<file path="src/rtl/approx_seq_mul.sv">
`default_nettype none
// ============================================================================
// Module      : approx_seq_mul
// Description : Iterative shift-add unsigned multiplier. One partial-product
//               row per cycle, accumulated through a ripple adder whose low
//               columns can switch to the approx_fa_5_250 cell per operation.
// Revision    : 1.0 - initial release
// ============================================================================
module approx_seq_mul #(
    parameter int WIDTH       = 8,
    parameter int APPROX_COLS = 8
) (
    input  logic               clk,
    input  logic               rst,
    input  logic               in_valid,
    output logic               in_ready,
    input  logic [WIDTH-1:0]   IN1,
    input  logic [WIDTH-1:0]   IN2,
    input  logic               approx_en,
    output logic               out_valid,
    input  logic               out_ready,
    output logic [2*WIDTH-1:0] Out
);

    localparam int PW    = 2 * WIDTH;
    localparam int CNT_W = (WIDTH > 1) ? $clog2(WIDTH) : 1;
    localparam logic [CNT_W-1:0] CNT_LAST = CNT_W'(WIDTH - 1);

    localparam logic [1:0] S_IDLE = 2'd0;
    localparam logic [1:0] S_RUN  = 2'd1;
    localparam logic [1:0] S_DONE = 2'd2;

    logic [1:0]       state_q, state_d;
    logic [WIDTH-1:0] a_q, a_d;
    logic [WIDTH-1:0] b_q, b_d;
    logic             mode_q, mode_d;
    logic [PW-1:0]    acc_q, acc_d;
    logic [CNT_W-1:0] cnt_q, cnt_d;

    logic [PW-1:0]    w_pp;
    logic [PW-1:0]    w_sum;

    // ------------------------------------------------------------------------
    // State register
    // ------------------------------------------------------------------------
    always_ff @(posedge clk) begin
        if (rst) begin
            state_q <= S_IDLE;
            a_q     <= '0;
            b_q     <= '0;
            mode_q  <= 1'b0;
            acc_q   <= '0;
            cnt_q   <= '0;
        end else begin
            state_q <= state_d;
            a_q     <= a_d;
            b_q     <= b_d;
            mode_q  <= mode_d;
            acc_q   <= acc_d;
            cnt_q   <= cnt_d;
        end
    end

    // ------------------------------------------------------------------------
    // Next-state logic
    // ------------------------------------------------------------------------
    always_comb begin
        state_d = state_q;
        case (state_q)
            S_IDLE:  if (in_valid) state_d = S_RUN;
            S_RUN:   if (cnt_q == CNT_LAST) state_d = S_DONE;
            S_DONE:  if (out_ready) state_d = S_IDLE;
            default: state_d = S_IDLE;
        endcase
    end

    // ------------------------------------------------------------------------
    // Datapath: partial-product row and column-wise ripple adder
    // ------------------------------------------------------------------------
    assign w_pp = {{WIDTH{1'b0}}, (a_q & {WIDTH{b_q[cnt_q]}})} << cnt_q;

    // Approximate cell ignores the PP bit entirely: S = ~(X&Z), Cout = X&Z.
    always_comb begin : p_adder
        logic carry;
        carry = 1'b0;
        w_sum = '0;
        for (int c = 0; c < PW; c++) begin
            if (mode_q && (c < APPROX_COLS)) begin
                w_sum[c] = ~(acc_q[c] & carry);
                carry    = acc_q[c] & carry;
            end else begin
                w_sum[c] = acc_q[c] ^ w_pp[c] ^ carry;
                carry    = (acc_q[c] & w_pp[c]) | (acc_q[c] & carry) | (w_pp[c] & carry);
            end
        end
    end

    always_comb begin
        a_d    = a_q;
        b_d    = b_q;
        mode_d = mode_q;
        acc_d  = acc_q;
        cnt_d  = cnt_q;
        case (state_q)
            S_IDLE: begin
                if (in_valid) begin
                    a_d    = IN1;
                    b_d    = IN2;
                    mode_d = approx_en;
                    acc_d  = '0;
                    cnt_d  = '0;
                end
            end
            S_RUN: begin
                acc_d = w_sum;
                if (cnt_q != CNT_LAST) cnt_d = cnt_q + 1'b1;
            end
            default: ;
        endcase
    end

    // ------------------------------------------------------------------------
    // Outputs
    // ------------------------------------------------------------------------
    always_comb begin
        in_ready  = (state_q == S_IDLE) && !rst;
        out_valid = (state_q == S_DONE);
        Out       = acc_q;
    end

endmodule
`default_nettype wire

</file>
<file path="config.mk">
export PLATFORM = sky130hd
export DESIGN_NAME = approx_seq_mul
export DESIGN_NICKNAME = d
export VERILOG_FILES = /design/src/rtl/approx_seq_mul.sv
export SDC_FILE = /design/constraint.sdc
export NUM_CORES = 1
export LEC_CHECK = 0
export CAP_MARGIN = 0
export CORE_MARGIN = 1.5
export CORE_UTILIZATION = 49
export CTS_CLUSTER_SIZE = 24
export DETAILED_ROUTE_END_ITERATION = 10
export MAX_ROUTING_LAYER = met4
export PLACE_DENSITY = 0.74
export SYNTH_ARGS = -nofsm -noshare
export SYNTH_HDL_FRONTEND = slang
export SYNTH_SLANG_ARGS = --single-unit
</file>
<file path="constraint.sdc">
create_clock -name clk -period 12.8 [get_ports clk]
set_clock_uncertainty 0.05 [all_clocks]
set_input_delay 3.84 -clock clk [delete_from_list [all_inputs] [get_ports clk]]
set_output_delay 3.84 -clock clk [all_outputs]
set_load 0.005 [all_outputs]
</file>
======== Word level (Yosys, flattened, before mapping) ========
Index checks and enable logic that the tools add are counted.
storage, ports and cells
  memory bits (read-only) ................. 0
  latch bits .............................. 0
  register bits ........................... 38
  word-level logic and storage cells ...... 162
  memories ................................ 0
  bits of input ports ..................... 21
  RAM bits ................................ 0
  output and inout bits ................... 18
cells by class
  $mul .................................... 0
  magnitude comparators ................... 1
  shift operators ......................... 1
  $add $sub $neg .......................... 1
  bitwise operators ....................... 110
  div/mod/pow operators ................... 0
  equal/unequal tests ..................... 8
  reductions and logical operators ........ 8
  muxes and demuxes ....................... 27
operators by type and width
  cell                                                                           count
  1-bit AND                                                                      43
  16-bit case mux with 2 select lines                                            1
  1-bit XOR                                                                      31
  1-bit OR                                                                       28
  1-bit 2-to-1 mux                                                               17
  16-bit 2-to-1 mux                                                              1
  8-bit by 3-bit left shift with 16-bit output                                   1
  8-bit AND                                                                      1
  1-bit NOT                                                                      7
  2-bit 2-to-1 mux                                                               3
  3-bit 2-to-1 mux                                                               2
  2-bit inequality test (second input constant)                                  3
  2-bit case mux with 3 select lines                                             1
  3-bit case mux with 2 select lines                                             1
  3-bit AND reduction                                                            2
  3-bit by 4-bit less-than comparator with 1-bit output (second input constant)  1
  2-bit AND reduction                                                            2
  3-bit by 1-bit adder with 3-bit output (second input constant)                 1
  1-bit binary-select mux with 3-bit select                                      1
  3-bit == test (second input constant)                                          1
  3-bit inequality test (second input constant)                                  1
  2-bit by 1-bit == test with 1-bit output (second input constant)               1
  2-bit == test (second input constant)                                          1
  2-bit logical NOT                                                              1
  other kinds (4)                                                                4

======== Depth between registers and ports, before layout ========
Gate-level depths: netlist of run 1.
  depth after elaboration ................. 57
  depth in mapped cells ................... 31
  depth with buffers taken out ............ 29

======== Worst setup path after synthesis of run 1 ========
Ideal clock, no wire load.
  kind .................................... reg-to-reg
  start point ............................. register cnt_q[0]
  end point ............................... register acc_q[15], in the netlist Out[15]
  arrival time ............................ 8.136 ns
  library setup time ...................... 0.071 ns
  slack ................................... 4.544 ns
  stages on the path, launching flop included .. 31
  path through ............................ dfxtp_1 > buf_6 > buf_4 > buf_1 > and4b_1 > ha_1 > nand2b_1 > fa_1 > or2_2 > fa_1 > or2_2 > fa_1 > or2_2 > fa_1 > or2_2 > fa_1 > or2_2 > fa_1 > or2_2 > fa_1 > nor2_1 > fa_1 > fa_1 > fa_1 > inv_1 > fa_1 > fa_1 > fa_1 > fa_1 > or3_1 > a21oi_1
between the ends
  word-level cells in the longest chain between the ends .. 57
RTL lines
  item                                            line    RTL
  start, declared                                 38      logic [CNT_W-1:0] cnt_q, cnt_d;
  start signal, assigned                          60      cnt_q <= cnt_d;
  1-bit binary-select mux with 3-bit select       80      assign w_pp = {{WIDTH{1'b0}}, (a_q & {WIDTH{b_q[cnt_q]}})} << cnt_q;
  1-bit 2-to-1 mux (not written as such)          80
  8-bit AND                                       80
  8-bit by 3-bit left shift with 16-bit output *  80
  1-bit AND                                       93      carry = (acc_q[c] & w_pp[c]) | (acc_q[c] & carry) | (w_pp[c] & carry);
  1-bit 2-to-1 mux                                88      if (mode_q && (c < APPROX_COLS)) begin
  1-bit AND                                       90, 93
  1-bit OR (2 in a row)                           93
  (+37 left out)                                  n/a
  1-bit AND                                       93
  1-bit OR (2 in a row)                           93
  1-bit AND                                       93
  1-bit OR (2 in a row)                           93
  1-bit AND                                       93
  1-bit OR (2 in a row)                           93
  1-bit XOR *                                     92      w_sum[c] = acc_q[c] ^ w_pp[c] ^ carry;
  16-bit case mux with 2 select lines *           104     case (state_q)
  end signal, assigned                            52      acc_q <= '0;
  end signal, assigned                            59      acc_q <= acc_d;
  end, declared                                   37      logic [PW-1:0] acc_q, acc_d;
Mark *: on every way between the ends. The rest lies on a longest branch, timed or not. The select of a mux whose other input is x is not followed.
A chain may end at the register's enable or synchronous reset.

======== Worst setup path in the final report of run 1 ========
  start point ............................. input rst
  end point ............................... output in_ready
between the ends
  word-level cells in the longest chain between the ends .. 2
RTL lines
  item               line  RTL
  start, declared    14    input logic rst,
  1-bit logical NOT  126   in_ready = (state_q == S_IDLE) && !rst;
  1-bit logical AND  126
  end, declared      16    output logic in_ready,
No other way between the ends.

==> results_dict.tcl, run 1 <==
set metrics [dict create \
    tritoncts_num_sinks 38 \
    critPathKind "in -> out" \
    synth_fp_nets 320 \
    floorplan.initialDensity 0.513 \
    antenna_found_initial 0 \
    cellLeakagePower_nw 1.03 \
    cts_setup_buffers 0 \
    detailedPlacementHpwl_mm 3.38 \
    timing.hold.worst.class "reg -> reg" \
    numCtsBuffers 5 \
    post-route-drc-count 0 \
    worst_ir_drop_on_vdd_mv 0.0566 \
    timing.max_slew.rel_slack 0.219 \
    cts-root-buf "sky130_fd_sc_hd__clkbuf_8" \
    finalWirelength_mm 4.73 \
    clock_latency_ns 0.29 \
    cts_hold_buf 0 \
    fp.dieArea_um2 5410 \
    area_of_the_core_um2 4750 \
    outcome "complete, no violations" \
    num_vias 1947 \
    drt_first_iter_violations 100 \
    antenna_cells_inserted 0 \
    first_global_vias 1735 \
    synth_ff_type "sky130_fd_sc_hd__dfxtp_1" \
    placement.io_buffers 38 \
    timing_hold_violations_final 0 \
    cp.arrival_ns 5.19 \
    dp_cells 370 \
    maximum_number_of_pins_on_one_net_before_global_route_repair 40 \
    finalNetCount 348 \
    syn_inst 282 \
    post_cts.resized_instances 0 \
    fin_tns_setup_ns 0 \
    fmax_ghz 0.110 \
    power.density_cell_area_nw_per_um2 86.7 \
    cts_tree "done" \
    drt_pre_antenna_iters 4 \
    ys.warnings.count 0 \
    routed.top_layer "met4" \
    boundaryPins 39 \
    rsz_0062_raised_after_global_routing "false" \
    grt_first_pass_wirelength_mm 8.12 \
    endpoint_kind "output pin" \
    synthesis.area_per_instance_um2 8.64 \
    yosysSeqAreaShare 0.312 \
    synth.ff_latch_count 38 \
    post_layout_nonfiller_instances 378 \
    route.antenna.remaining_nets 0 \
    postLayoutCoreUtil 0.612 \
    layout-drive-gt1-share 0.0836 \
    placement_rows 25 \
    synth_cell_type_count 45 \
    worst-slew-pin-transition_ns 1.17 \
    setup_viol 0 \
    synth_edf_count 0 \
    fin_crit_ns 9.08 \
    totalPowerFinal_mw 0.252 \
    gp_congestion 0.846 \
    synth_area_um2 2440 \
    drt-wirelength-per-cell_um 12.5 \
    worst_setup_path_start_kind "primary input" \
    met2_length_mm 2.13 \
    async_flop_share 0 \
    die_width_um 73.5 \
    clk_pin_slew_ns 0.07 \
    cap_viol_max_count 0 \
    detail_route.wirelength.met1_mm 2.35 \
    h_tree_level_count 2 \
    route.detailed.vias_per_inst 5.15 \
    grtUsageTotal 0.198 \
    fin_crit_sh 0.709 \
    worst-path-max-fanout 39 \
    dr_wl_met3_um 168 \
    critical_path_required_ns 8.91 \
    area_delta_synth_final_pct 19.4 \
    fp.dieH_um 73.5 \
    globalRoute.totalOverflow 0 \
    drv_slew 0 \
    clockBufferDepth 2 \
]
==> critical path, stage by stage <==
cell	delay, ns
sky130_fd_sc_hd__clkdlybuf4s50_1	0.40
sky130_fd_sc_hd__buf_4	0.25
sky130_fd_sc_hd__nor3_1	0.17
sky130_fd_sc_hd__clkdlybuf4s50_1	0.53
==> per-stage QoR <==
step	instance area (um2)	setup WS [ns]	hold slack, ns
final	2910	3.72	0.411
after global routing	2910	3.67	0.435
after CTS	2910	3.71	0.412
after detailed placement	2810	3.71	0.401
after global placement	2810	3.72	0.396
after floorplan	2440	4.54	0.383
==> cells by family (layout without fill, tap and decap cells) <==
logic type,count (synthesis),after routing,synth area share
buffers and inverters,41,70,0.0806
multiplexers,23,23,0.126
AND/OR/NAND/NOR,103,103,0.208
adder cells (fa/ha/maj),17,17,0.130
AO/OA/AOI/OAI,60,60,0.142
flip-flops,38,38,0.312
==> path summary, 6_finish.rpt <==
kind	startpoint	slack, ns	cells after the start	end
worst min register to register	b_q[5]	0.41	2	b_q[5]
worst max-delay path	rst	3.72	4	in_ready
worst min-delay path	b_q[5]	0.41	2	b_q[5]
worst max register to register	cnt_q[1]	4.28	28	Out[15]
==> final cells by class <==
type	count	area, um2
fillers	444	1850
multi-input cells	203	1480
flip-flops and latches	38	761
repair buffers	41	403
inverters	21	86.3
well taps	67	83.8
clock buffers	6	82.6
clock inverters	2	12.5
==> where the power goes <==
group	total, mW	switching (mW)	internal, mW
registers	0.129	0.00654	0.123
logic	0.0367	0.0183	0.0184
clock network	0.0861	0.0428	0.0433
==> cell usage in the layout, fill, tap and decap left out, types with 3 or more instances in the layout <==
| cell type | instances |
|---|---|
| sky130_fd_sc_hd__a22oi_1 | 4 |
| sky130_fd_sc_hd__ha_1 | 3 |
| sky130_fd_sc_hd__mux4_2 | 4 |
| sky130_fd_sc_hd__and3_1 | 4 |
| sky130_fd_sc_hd__nand2b_1 | 5 |
| sky130_fd_sc_hd__mux2_1 | 4 |
| sky130_fd_sc_hd__buf_4 | 3 |
| sky130_fd_sc_hd__clkdlybuf4s50_1 | 38 |
| sky130_fd_sc_hd__dfxtp_1 | 38 |
| sky130_fd_sc_hd__o21ai_1 | 5 |
| sky130_fd_sc_hd__inv_1 | 20 |
| sky130_fd_sc_hd__o21ai_0 | 8 |
| sky130_fd_sc_hd__or2_2 | 6 |
| sky130_fd_sc_hd__a2bb2oi_1 | 4 |
| sky130_fd_sc_hd__nand3_1 | 12 |
| sky130_fd_sc_hd__nor2_1 | 10 |
| sky130_fd_sc_hd__clkbuf_8 | 6 |
| sky130_fd_sc_hd__fa_1 | 14 |
| sky130_fd_sc_hd__a31oi_1 | 3 |
| sky130_fd_sc_hd__mux2i_1 | 12 |
| sky130_fd_sc_hd__a21oi_1 | 30 |
| sky130_fd_sc_hd__nand2_1 | 52 |
==> state kept, by name, summed over array words and instances, names as in the netlist <==
| signal | cells |
|---|---|
| b_q | 8 |
| Out | 16 |
| mode_q | 1 |
| state_q | 2 |
| a_q | 8 |
| cnt_q | 3 |
==> synth_stat cells (2+ instances only) <==
library cell                instances  area share
sky130_fd_sc_hd__o21ai_1            5       0.010
sky130_fd_sc_hd__a2bb2oi_1          4       0.014
sky130_fd_sc_hd__dfxtp_1           38        0.31
sky130_fd_sc_hd__nor2_1            10       0.015
sky130_fd_sc_hd__ha_1               3       0.015
sky130_fd_sc_hd__mux2_1             4       0.018
sky130_fd_sc_hd__mux4_2             4       0.037
sky130_fd_sc_hd__and4b_1            2      0.0082
sky130_fd_sc_hd__a22oi_1            4       0.012
sky130_fd_sc_hd__or2_2              6       0.015
sky130_fd_sc_hd__buf_1              2      0.0031
sky130_fd_sc_hd__buf_2              4      0.0082
sky130_fd_sc_hd__or3b_1             2      0.0072
sky130_fd_sc_hd__mux2i_1           12       0.049
sky130_fd_sc_hd__clkbuf_1           8       0.012
sky130_fd_sc_hd__a31oi_1            3      0.0077
sky130_fd_sc_hd__a21o_1             2      0.0062
sky130_fd_sc_hd__nand2_1           52       0.080
sky130_fd_sc_hd__and3_1             4       0.010
sky130_fd_sc_hd__inv_1             20       0.031
sky130_fd_sc_hd__buf_6              2      0.0092
sky130_fd_sc_hd__nand2b_1           5       0.013
sky130_fd_sc_hd__fa_1              14        0.11
sky130_fd_sc_hd__nand3_1           12       0.025
sky130_fd_sc_hd__a21oi_1           30       0.062
sky130_fd_sc_hd__nor2b_1            2      0.0051
sky130_fd_sc_hd__buf_4              3      0.0092
sky130_fd_sc_hd__o21ai_0            8       0.016
==> per-layer routing <==
| layer | up-vias | track usage |
|---|---|---|
| li1 | 1010 | - |
| met1 | 889 | 0.275 |
| met2 | 39 | 0.283 |
| met3 | 9 | 0.0412 |
| met4 | 0 | 0.0741 |
| met5 | - | - |
No activity file was read; power rests on OpenSTA's default activity.
==> inputs of run 2 (changes only) <==
- clock period: 12.8 -> 8.8 ns (I/O delays scaled with it)
==> run 2 against run 1 <==
- non-clock buffer count increased by 1
- sequential share of layout area decreased by 0.49 points
- final cell count increased by 0.26%
- combinational power increased by 49%
- design area increased by 1.9%
- count of clock-buffer cells in the layout unchanged
- hold slack improved by 0.0031 ns
- sequential cell count unchanged
- register-to-register slack got worse by 3.6 ns
- wire length increased by 0.34%
- utilization increased by 1.2 points
- critical endpoint is now Out[15]
==> results_dict.tcl, run 2 (synthesis gave the netlist of run 1 again) <==
set metrics [dict create \
    clk_pin_slew_ns 0.08 \
    cp.arrival_ns 8.31 \
    gp_congestion 0.844 \
    drt-wirelength-per-cell_um 12.5 \
    grtUsageTotal 0.206 \
    antenna_found_initial 0 \
    worst_setup_path_start_kind "flop" \
    route.antenna.remaining_nets 0 \
    grt_first_pass_wirelength_mm 8.38 \
    clockBufferDepth 2 \
    cap_viol_max_count 0 \
    layout_commonest_cell "sky130_fd_sc_hd__nand2_1" \
    timing_hold_violations_final 0 \
    drt_first_iter_violations 146 \
    first_global_vias 1785 \
    numCtsBuffers 5 \
    route.detailed.vias_per_inst 5.30 \
    post-route-drc-count 0 \
    placement_rows 25 \
    worst-path-max-fanout 23 \
    timing.hold.worst.class "reg -> reg" \
    finalNetCount 349 \
    fin_crit_sh 0.924 \
    cts-root-buf "sky130_fd_sc_hd__clkbuf_8" \
    cts_hold_buf 0 \
    worst_ir_drop_on_vdd_mv 0.0944 \
    drt_pre_antenna_iters 4 \
    antenna_cells_inserted 0 \
    final_std_cell_area_no_fill_um2 2960 \
    power.density_cell_area_nw_per_um2 144 \
    layout-drive-gt1-share 0.0865 \
    fin_crit_ns 8.13 \
    fin_tns_setup_ns 0 \
    detailedPlacementHpwl_mm 3.33 \
    timing.critical_path.slowest_stage_cell "sky130_fd_sc_hd__dfxtp_1" \
    endpoint_kind "flop" \
    h_tree_level_count 2 \
    worst-slew-pin-transition_ns 1.14 \
    worstPathBufferInverterCount 2 \
    rsz_0062_raised_after_global_routing "false" \
    fp.dieArea_um2 5410 \
    outcome "complete, no violations" \
    cts_tree "done" \
    post_cts.resized_instances 0 \
    maximum_number_of_pins_on_one_net_before_global_route_repair 40 \
    critical-path-top-delay-family "adder cells" \
    fmax_ghz 0.123 \
    area_delta_synth_final_pct 21.6 \
    timing.max_slew.rel_slack 0.238 \
    area_of_the_core_um2 4750 \
    boundaryPins 39 \
    dpl-instance-area_um2 2820 \
    drv_slew 0 \
    critPathKind "reg -> reg" \
    critical_path_required_ns 8.97 \
    floorplan.initialDensity 0.513 \
    worst_path_largest_cell_delay_ns 0.39 \
    largest_register_ff_count 16 \
    fp.dieH_um 73.5 \
    setup_viol 0 \
    final_cell_mix "sky130_fd_sc_hd__nand2_1 (52), sky130_fd_sc_hd__dfxtp_1 (38), sky130_fd_sc_hd__clkdlybuf4s50_1 (38), sky130_fd_sc_hd__a21oi_1 (30), sky130_fd_sc_hd__inv_1 (20)" \
    worst_path_most_repeated_cell "sky130_fd_sc_hd__fa_1" \
    finalWirelength_mm 4.75 \
    placement.io_buffers 38 \
    cts_setup_buffers 0 \
    cellLeakagePower_nw 1.06 \
    die_width_um 73.5 \
    num_vias 2007 \
    tritoncts_num_sinks 38 \
    clock_latency_ns 0.30 \
    globalRoute.totalOverflow 0 \
]
## run 2: cell types whose count changed in the layout (fill, tap and decap cells not counted)
| cell | delta |
|---|---|
| sky130_fd_sc_hd__clkinvlp_4 | -1 |
| sky130_fd_sc_hd__clkinv_2 | -1 |
| sky130_fd_sc_hd__buf_4 | +1 |
| sky130_fd_sc_hd__bufinv_16 | +2 |
## run 2: layout make-up
cell class	instances	area (um2)
Tap cell	67	83.8
Clock buffer	6	82.6
Timing Repair Buffer	42	410
Inverter	21	86.3
Multi-Input combinational cell	203	1480
Fill cell	424	1790
Sequential cell	38	761
Clock inverter	2	60.1
## run 2: routing by layer
layer,track usage,up-vias,wire length (um)
met1,0.288,934,2410
met2,0.296,50,2100
met3,0.0412,8,157
li1,-,1015,-
met4,0.0700,0,80
met5,-,-,0
## run 2: path summary, 6_finish.rpt
check | from | to | slack, ns | cells past startpoint
max | cnt_q[0] | Out[15] | 0.67 | 28
min reg2reg | b_q[5] | b_q[5] | 0.41 | 2
max reg2reg | cnt_q[0] | Out[15] | 0.67 | 28
min | b_q[5] | b_q[5] | 0.41 | 2
## run 2: per-stage QoR
| step | power [mW] | std cells | hold WS (ns) | utilization | setup WS (ns) |
|---|---|---|---|---|---|
| after global placement | 0.244 | 371 | 0.392 | 0.593 | 0.737 |
| after detailed placement | 0.246 | 371 | 0.400 | 0.593 | 0.656 |
| after global routing | 0.444 | 379 | 0.451 | 0.623 | 0.158 |
| after CTS | 0.429 | 379 | 0.415 | 0.623 | 0.639 |
| after floorplan | 0.226 | 282 | 0.383 | - | 0.544 |
| final | 0.426 | 379 | 0.414 | 0.623 | 0.666 |
## run 2: power breakdown
| part | switching, mW | internal [mW] | total (mW) |
|---|---|---|---|
| Clock | 0.0632 | 0.121 | 0.184 |
| Sequential | 0.00869 | 0.179 | 0.187 |
| Combinational | 0.0279 | 0.0268 | 0.0547 |
| Total | 0.0998 | 0.326 | 0.426 |
## run 2: tightest hold or removal path, cell delays in order, from the launching register on
cell and delay, ns:
sky130_fd_sc_hd__dfxtp_1 0.31, sky130_fd_sc_hd__nand2_1 0.05, sky130_fd_sc_hd__a21oi_1 0.06
==> inputs of run 3 (changes only) <==
- CORE_UTILIZATION: 49 -> 45
- PLACE_DENSITY: 0.74 -> 0.69
==> run 3 against run 2 <==
- sequential share of layout area up 0.43 points
- maximum frequency hardly changed
- highest routed layer unchanged
- register-to-register slack is essentially flat
- hold slack worse by 0.0057 ns
- die area increased by 8.5%
- power decreased by 15%
- utilization fell by 6.0 points
- clock power fell by 34%
==> results_dict.tcl, run 3 (synthesis gave the netlist of run 1 again) <==
set metrics [dict create \
    first_global_vias 1842 \
    fin_tns_setup_ns 0 \
    rsz_0062_raised_after_global_routing "false" \
    finalNetCount 349 \
    cap_viol_max_count 0 \
    h_tree_level_count 2 \
    cp.arrival_ns 8.31 \
    dp_cells 374 \
    route.detailed.vias_per_inst 5.17 \
    placement_rows 26 \
    post_layout_nonfiller_instances 382 \
    cts_hold_buf 0 \
    fp.dieArea_um2 5870 \
    route.antenna.remaining_nets 0 \
    worst-slew-pin-transition_ns 1.15 \
    fp.dieH_um 76.6 \
    clk_pin_slew_ns 0.08 \
    numCtsBuffers 5 \
    layout-drive-gt1-share 0.0865 \
    worst_setup_path_start_kind "flop" \
    area_delta_synth_final_pct 19.6 \
    critPathKind "reg -> reg" \
    final_cell_mix "sky130_fd_sc_hd__nand2_1 (52), sky130_fd_sc_hd__dfxtp_1 (38), sky130_fd_sc_hd__clkdlybuf4s50_1 (38), sky130_fd_sc_hd__a21oi_1 (30), sky130_fd_sc_hd__inv_1 (20)" \
    post_cts.resized_instances 0 \
    drt-wirelength-per-cell_um 12.7 \
    fmax_ghz 0.123 \
    grtUsageTotal 0.192 \
    drt_pre_antenna_iters 4 \
    maximum_number_of_pins_on_one_net_before_global_route_repair 40 \
    antenna_found_initial 0 \
    worst_path_most_repeated_cell "sky130_fd_sc_hd__fa_1" \
    pre_cts_slack_ns 0.636 \
    cts_tree "done" \
    critical_path_required_ns 8.98 \
    boundaryPins 39 \
    dpl-instance-area_um2 2830 \
    post-route-drc-count 0 \
    layout_commonest_cell "sky130_fd_sc_hd__nand2_1" \
    setup.reg_to_reg.worst_slack_ns 0.66 \
    timing.hold.ws_ns 0.408 \
    cts-root-buf "sky130_fd_sc_hd__clkbuf_8" \
    outcome "complete, no violations" \
    num_vias 1974 \
    fill_cells 487 \
    timing.max_slew.rel_slack 0.234 \
    drt_first_iter_violations 108 \
    largest_register_ff_count 16 \
    die_width_um 76.6 \
    floorplan.initialDensity 0.471 \
    worst_path_largest_cell_delay_ns 0.43 \
    fin_crit_sh 0.925 \
    clockBufferDepth 2 \
    multi_input_area_um2 1480 \
    detailedPlacementHpwl_mm 3.44 \
    clock_latency_ns 0.30 \
    worst-path-max-fanout 12 \
    endpoint_kind "flop" \
    antenna_cells_inserted 0 \
    power.density_cell_area_nw_per_um2 125 \
    cellLeakagePower_nw 1.03 \
    gp_congestion 0.793 \
    timing.hold.worst.class "reg -> reg" \
    regArea_um2 761 \
    tritoncts_num_sinks 38 \
    placement.io_buffers 38 \
    postLayoutSetupSlackWorst_ns 0.663 \
    area_of_the_core_um2 5170 \
    timing_hold_violations_final 0 \
    finalWirelength_mm 4.84 \
    timing.critical_path.slowest_stage_cell "sky130_fd_sc_hd__dfxtp_1" \
    setup_viol 0 \
    globalRoute.totalOverflow 0 \
    fin_crit_ns 8.14 \
    drv_slew 0 \
    grt_first_pass_wirelength_mm 8.73 \
    final_std_cell_area_no_fill_um2 2920 \
    worst_ir_drop_on_vdd_mv 0.0826 \
    cts_setup_buffers 0 \
]
-- run 3: changes by cell type in the layout (fill, tap and decap cells not counted) --
| cell | before | now |
|---|---|---|
| sky130_fd_sc_hd__clkinvlp_4 | 0 | 1 |
| sky130_fd_sc_hd__clkbuf_8 | 6 | 5 |
| sky130_fd_sc_hd__bufinv_16 | 2 | 0 |
| sky130_fd_sc_hd__clkinv_2 | 0 | 1 |
| sky130_fd_sc_hd__clkinv_4 | 0 | 1 |
-- run 3: critical path, delay by kind of cell (launching register included) --
family / cells / cell delay [ns]
fa+ha+maj: 15 / 4.81
simple gates: 10 / 2.58
flops: 1 / 0.43
compound gates: 1 / 0.14
buf+inv: 1 / 0.05
-- run 3: per-layer routing --
| metal | wire length (um) | up-vias | part of all wire | global-route usage |
|---|---|---|---|---|
| met5 | 0 | - | 0 | - |
| met4 | 73 | 0 | 0.015 | 0.0667 |
| met3 | 176 | 4 | 0.036 | 0.0431 |
| met2 | 2210 | 41 | 0.46 | 0.290 |
| met1 | 2380 | 916 | 0.49 | 0.252 |
| li1 | - | 1013 | - | - |
-- run 3: stage by stage --
stage,util,total power [mW]
finish,0.564,0.363
global route,0.564,0.382
CTS,0.564,0.367
detailed placement,0.546,0.246
global placement,0.546,0.245
floorplan,-,0.226
-- run 3: power breakdown --
| part | leakage [nW] | total (mW) | internal [mW] | switching (mW) |
|---|---|---|---|---|
| combinational | 0.676 | 0.0538 | 0.0268 | 0.0270 |
| sequential | 0.309 | 0.188 | 0.179 | 0.00929 |
| clock | 0.0441 | 0.122 | 0.0556 | 0.0660 |
| total | 1.03 | 0.363 | 0.261 | 0.102 |
-- run 3: layout make-up --
cell class | count | area share
tap | 70 | 0.0300
timing repair buffer | 42 | 0.141
clock inverter | 3 | 0.00730
clock buffer | 5 | 0.0236
inverter | 21 | 0.0296
sequential | 38 | 0.261
multi-input combinational | 203 | 0.508
-- run 3: final timing paths --
check,from,end,cells after the start
hold / removal,b_q[4],b_q[4],2
hold reg to reg,b_q[4],b_q[4],2
setup reg to reg,cnt_q[0],Out[15],27
setup / recovery,cnt_q[0],Out[15],27
